[src/rtl/dsp_limb_addsub_seq.sv]
// Multi-word adder/subtractor that handles one LIMB_W-bit limb per clock, LSB limb first.
// A single narrow adder and a carry register build W = LIMB_W*NLIMBS-bit results.
module dsp_limb_addsub_seq #(
  parameter int LIMB_W = 16,
  parameter int NLIMBS = 2,
  localparam int W = LIMB_W * NLIMBS
) (
  input  logic         clk,
  input  logic         rst,
  input  logic         start,
  input  logic         sub,
  input  logic [W-1:0] a,
  input  logic [W-1:0] b,
  input  logic         carryin,
  output logic         busy,
  output logic         done,
  output logic [W-1:0] y,
  output logic         carryout,
  output logic         overflow
);

  localparam int IDX_W = (NLIMBS > 1) ? $clog2(NLIMBS) : 1;
  localparam logic [IDX_W-1:0] LAST_IDX = IDX_W'(NLIMBS - 1);

  typedef enum logic [1:0] {
    IDLE,
    RUN,
    DONE
  } state_t;

  state_t           state;
  logic [W-1:0]     a_q;
  logic [W-1:0]     b_q;
  logic             sub_q;
  logic             c_q;
  logic [IDX_W-1:0] idx;

  logic [LIMB_W-1:0] limb_a;
  logic [LIMB_W-1:0] limb_bop;
  logic [LIMB_W:0]   limb_sum;
  logic              last_limb;

  // Subtraction is a + ~b + ~borrow_in, so the B limb is inverted here and the
  // initial carry is inverted at start.
  assign limb_a    = a_q[idx*LIMB_W +: LIMB_W];
  assign limb_bop  = b_q[idx*LIMB_W +: LIMB_W] ^ {LIMB_W{sub_q}};
  assign limb_sum  = {1'b0, limb_a} + {1'b0, limb_bop} + {{LIMB_W{1'b0}}, c_q};
  assign last_limb = (idx == LAST_IDX);

  // NOTE: operand registers carry no reset; they are only read in RUN, which is
  // always entered through a start that loads them.
  always_ff @(posedge clk) begin
    if (state == IDLE && start) begin
      a_q   <= a;
      b_q   <= b;
      sub_q <= sub;
    end
  end

  // NOTE: every register below is updated with <= so all reads in this block see
  // the pre-edge values, matching the hardware flops.
  always_ff @(posedge clk) begin
    if (rst) begin
      state    <= IDLE;
      busy     <= 1'b0;
      done     <= 1'b0;
      y        <= '0;
      carryout <= 1'b0;
      overflow <= 1'b0;
      idx      <= '0;
      c_q      <= 1'b0;
    end else begin
      case (state)
        IDLE: begin
          done <= 1'b0;
          if (start) begin
            state <= RUN;
            busy  <= 1'b1;
            idx   <= '0;
            c_q   <= sub ^ carryin;
          end
        end
        RUN: begin
          y[idx*LIMB_W +: LIMB_W] <= limb_sum[LIMB_W-1:0];
          c_q <= limb_sum[LIMB_W];
          idx <= idx + 1'b1;
          if (last_limb) begin
            state    <= DONE;
            done     <= 1'b1;
            carryout <= sub_q ^ limb_sum[LIMB_W];
            overflow <= (limb_a[LIMB_W-1] == limb_bop[LIMB_W-1]) &&
                        (limb_sum[LIMB_W-1] != limb_a[LIMB_W-1]);
          end
        end
        DONE: begin
          state <= IDLE;
          busy  <= 1'b0;
          done  <= 1'b0;
        end
        default: begin
          state <= IDLE;
          busy  <= 1'b0;
          done  <= 1'b0;
        end
      endcase
    end
  end

endmodule
[config.mk]
export PLATFORM = sky130hd
export DESIGN_NAME = dsp_limb_addsub_seq
export DESIGN_NICKNAME = d
export VERILOG_FILES = /design/src/rtl/dsp_limb_addsub_seq.sv
export SDC_FILE = /design/constraint.sdc
export NUM_CORES = 1
export LEC_CHECK = 0
export CAP_MARGIN = 20
export CORE_ASPECT_RATIO = 1.75
export CORE_MARGIN = 2
export CORE_UTILIZATION = 55
export CTS_BUF_LIST = sky130_fd_sc_hd__clkbuf_4
export DETAILED_ROUTE_END_ITERATION = 8
export DONT_BUFFER_PORTS = 1
export GPL_TIMING_DRIVEN = 0
export PLACE_DENSITY_LB_ADDON = 0.25
export SLEW_MARGIN = 30
export SYNTH_ARGS = -nofsm -noshare
export SYNTH_HDL_FRONTEND = slang
export SYNTH_SLANG_ARGS = --single-unit
[constraint.sdc]
create_clock -name clk -period 3.6 [get_ports clk]
set_input_delay 0 -clock clk [delete_from_list [all_inputs] [get_ports clk]]
set_output_delay 0 -clock clk [all_outputs]
set_load 0.005 [all_outputs]
==> results.yml <==
status:
  status: "completed"
setup_path:
  r2r_end: "carryout$_SDFFE_PP0P_"
  max_stage_delay_ns: 0.42
  ff2ff_path_depth: 12
  endpoint_kind: "register"
  cp_num_buf_inv: 3
  worstReg2RegStart: "idx$_SDFFE_PP0P_"
  timing.setup.critical_path_class: "register to register"
  r2r_setup_slack_ns: 0.28
  cpLargestDelayFamily: "compound AO/OA/AOI/OAI gates"
  path_cells: "buf_2, clkbuf_2, mux2i_1, fa_1, inv_1, fa_1, a211oi_1, nor3_2, nor2_2, o31ai_1, xor2_1, a22o_1"
  crit_slowest_cell: "fa_1"
  cp-endpoint: "carryout$_SDFFE_PP0P_"
  critical_path_required_ns: 3.98
  critPathLaunchType: "register"
  crit_top_cell: "fa_1"
  crit_fanout: 10
  path_depth: 12
  worstPathArrival_ns: 3.70
  startpoint: "idx$_SDFFE_PP0P_"
timing:
  setup_tns_ns: 0
  grt_setup_unrepaired: "false"
  tightest_slew_ns: 0.647
  final_max_slew_viol_count: 0
  skew_ns: 0.0179
  fin_crit_sh: 0.923
  setup_viol: 0
  slew_headroom: 0.565
  layout_min_cycle_time_ns: 3.32
  hold_violations: 0
  fmax_ghz: 0.301
logic_synthesis:
  ys_warn_count: 0
  synth_area_per_cell_um2: 12.1
  synth-adder-area-share: 0.0489
  ys_seq_area_frac: 0.591
  yosys.area_share.xor_xnor: 0.0545
  async_flop_share: 0
  synth_edf_count: 65
  muxShareOfSynthArea: 0.0750
  synth_top_family_by_area: "compound AO/OA/AOI/OAI gates"
  synthesis.nets: 471
  synth_seq_cells: 105
  synth-simple-area-share: 0.0970
  synth_compound_area_frac: 0.113
  ys.flop_type: "edfxtp_1"
  syn_inst: 385
  syn_area_mm2: 0.00466
  ys_types: 47
floorplan:
  core_area_mm2: 0.00826
  start_util: 0.564
  io_pins: 105
  fp-row-count: 44
  die_y_um: 126
  die_w_um: 73.6
  die-area_mm2: 0.00925
clock_network:
  cts_inserted_buffers: 9
  cts_root_buf: "clkbuf_4"
  clock_sinks: 105
  clockBufferDepth: 2
  path_clk_slew_ns: 0.15
  htreeDepth: 3
  clk_latency_ns: 0.47
  cts_tree: "done"
pwr:
  p_leak_nw: 1.97
  powerDensity_mw_per_mm2: 468
  total_power_mw: 2.62
  ir_drop_mv: 0.328
grt:
  antenna_found_initial: 0
  grt_remaining_overflow: 0
  grt_use_total: 0.229
  grt_pass1_vias: 3319
  grt_max_degree: 61
  grt_first_pass_wirelength_um: 15900
placement:
  portBuffers: 0
  placed_cells: 478
  place_area_mm2: 0.00480
  dpl.hpwl_um: 6900
  place_congestion: 0.856
detailed_routing:
  vias_per_cell: 5.61
  wl_um: 10000
  first_iter_violations: 97
  vias: 3152
  dr.pass1.iters: 4
  detail-route-antenna-nets: 0
  drc_errors: 0
  wl_per_cell_um: 17.9
cells_and_area:
  layoutNonFillerInstCount: 562
  nets: 551
  drive_gt1_frac: 0.0915
  final_core_util: 0.677
  final_area_mm2: 0.00559
  fillCellCount: 633
  area_growth_pct: 20.0
  diodes: 0
run:
  drv_cap: 0
hold_path:
  hold_path.class: "primary input to register"
==> placed cells by master (no fill, tap or decap), types with 3 or more instances in the layout <==
cell and n:
dlygate4sd3_1 68, edfxtp_1 65, nand2_1 42, dfxtp_1 40
a21oi_1 34, xnor2_1 22, mux2i_1 18, nor2_1 18
mux2_2 15, ha_1 15, clkbuf_1 12, clkbuf_4 10
o21ai_0 9, nor3_1 8, xor2_1 7, nand3b_1 7
a211oi_1 7, o31ai_1 6, a22o_1 5, buf_2 4
inv_1 4, a21o_1 4, nand2b_1 4, nand3_1 4
inv_2 3
==> worst register-to-register path: stages, from the launching register on <==
cell      delay [ns]
dfxtp_1         0.35
buf_2           0.26
clkbuf_2        0.32
mux2i_1         0.33
fa_1            0.24
inv_1           0.06
fa_1            0.42
a211oi_1        0.42
nor3_2          0.10
nor2_2          0.20
o31ai_1         0.17
xor2_1          0.17
a22o_1          0.21
==> per-stage QoR <==
stage / hold WS [ns] / worst slack [ns]
floorplan: 0.0989 / 0.709
detailed placement: 0.0989 / 0.0244
global placement: 0.0989 / 0.0580
CTS: 0.0664 / 0.00593
finish: 0.0764 / 0.279
global route: 0.0997 / 0.0527
==> state kept, by name, indices dropped and copies added, names as in the netlist <==
register	cells
idx	1
done	1
y	32
busy	1
overflow	1
b_q	32
sub_q	1
state	2
carryout	1
c_q	1
a_q	32
==> layout make-up <==
cell class / count / area [um2] / share of cell area
Clock inverter: 6 / 26.3 / 0.00470
Buffer: 19 / 78.8 / 0.0141
Clock buffer: 10 / 75.1 / 0.0134
Multi-Input combinational cell: 256 / 1810 / 0.324
Inverter: 5 / 21.3 / 0.00381
Timing Repair Buffer: 69 / 708 / 0.127
Tap cell: 92 / 115 / 0.0206
Sequential cell: 105 / 2750 / 0.493
==> where the power goes <==
part / total, mW / leakage (nW) / internal [mW] / switching, mW
registers: 1.42 / 0.948 / 1.38 / 0.0408
clock network: 0.502 / 0.0620 / 0.141 / 0.362
logic: 0.696 / 0.963 / 0.298 / 0.398
total: 2.62 / 1.97 / 1.81 / 0.801
==> metal layers <==
layer	track usage	share of wire	up-vias
li1	-	-	1563
met4	0.0759	0.013	0
met2	0.420	0.57	94
met5	0	0	-
met1	0.246	0.37	1483
met3	0.0608	0.049	12
==> worst min-delay path by stage <==
stage          startpoint            endpoint  slack, ns  cells past startpoint
2_1_floorplan        a[0]    a_q[0]$_DFFE_PP_        0.1                      0
3_3_place_gp        b[15]   b_q[15]$_DFFE_PP_        0.1                      0
3_5_place_dp         a[2]    a_q[2]$_DFFE_PP_        0.1                      0
4_1_cts               rst  y[26]$_SDFFE_PP0P_       0.07                      3
5_1_grt               rst  y[11]$_SDFFE_PP0P_        0.1                      4
6_report              rst  y[26]$_SDFFE_PP0P_       0.08                      3
==> synthesized netlist by cell type (all sizes together), types with 2 or more instances <==
master | n | area (um2)
ha | 15 | 188
o21ai | 11 | 58.8
mux2i | 18 | 180
o311ai | 2 | 17.5
xor2 | 7 | 61.3
nand3b | 7 | 52.6
xnor2 | 22 | 193
nand2b | 4 | 25.0
buf | 7 | 31.3
inv | 5 | 18.8
nand3 | 4 | 20.0
o21bai | 2 | 15.0
a21o | 4 | 30.0
a22o | 5 | 43.8
o31ai | 6 | 45.0
nand4b | 2 | 17.5
o211ai | 2 | 20.0
nor3 | 9 | 50.1
o2bb2ai | 2 | 17.5
fa | 2 | 40.0
nor2 | 19 | 73.8
mux2 | 15 | 169
dfxtp | 40 | 801
nand2 | 42 | 158
or4 | 2 | 15.0
o21a | 2 | 15.0
a211oi | 7 | 52.6
clkbuf | 12 | 45.0
edfxtp | 65 | 1950
a21oi | 34 | 170
==> timing repair <==
action	in CTS	in global routing
endpoints found under the setup margin	0	12
resized for setup	0	2
setup buffers	0	0
hold buffers	68	0
hold endpoints to repair	75	0
==> cell families (layout without fill, tap and decap cells) <==
group | after synthesis | in the layout
AOI/OAI and AO/OA | 82 | 82
xor gates and xnor gates | 29 | 29
adders and majority gates | 17 | 17
buffers and inverters | 24 | 109
DFF | 105 | 105
muxes | 33 | 33
and+or+nand+nor | 95 | 95
(Power assumes the default switching activity.)
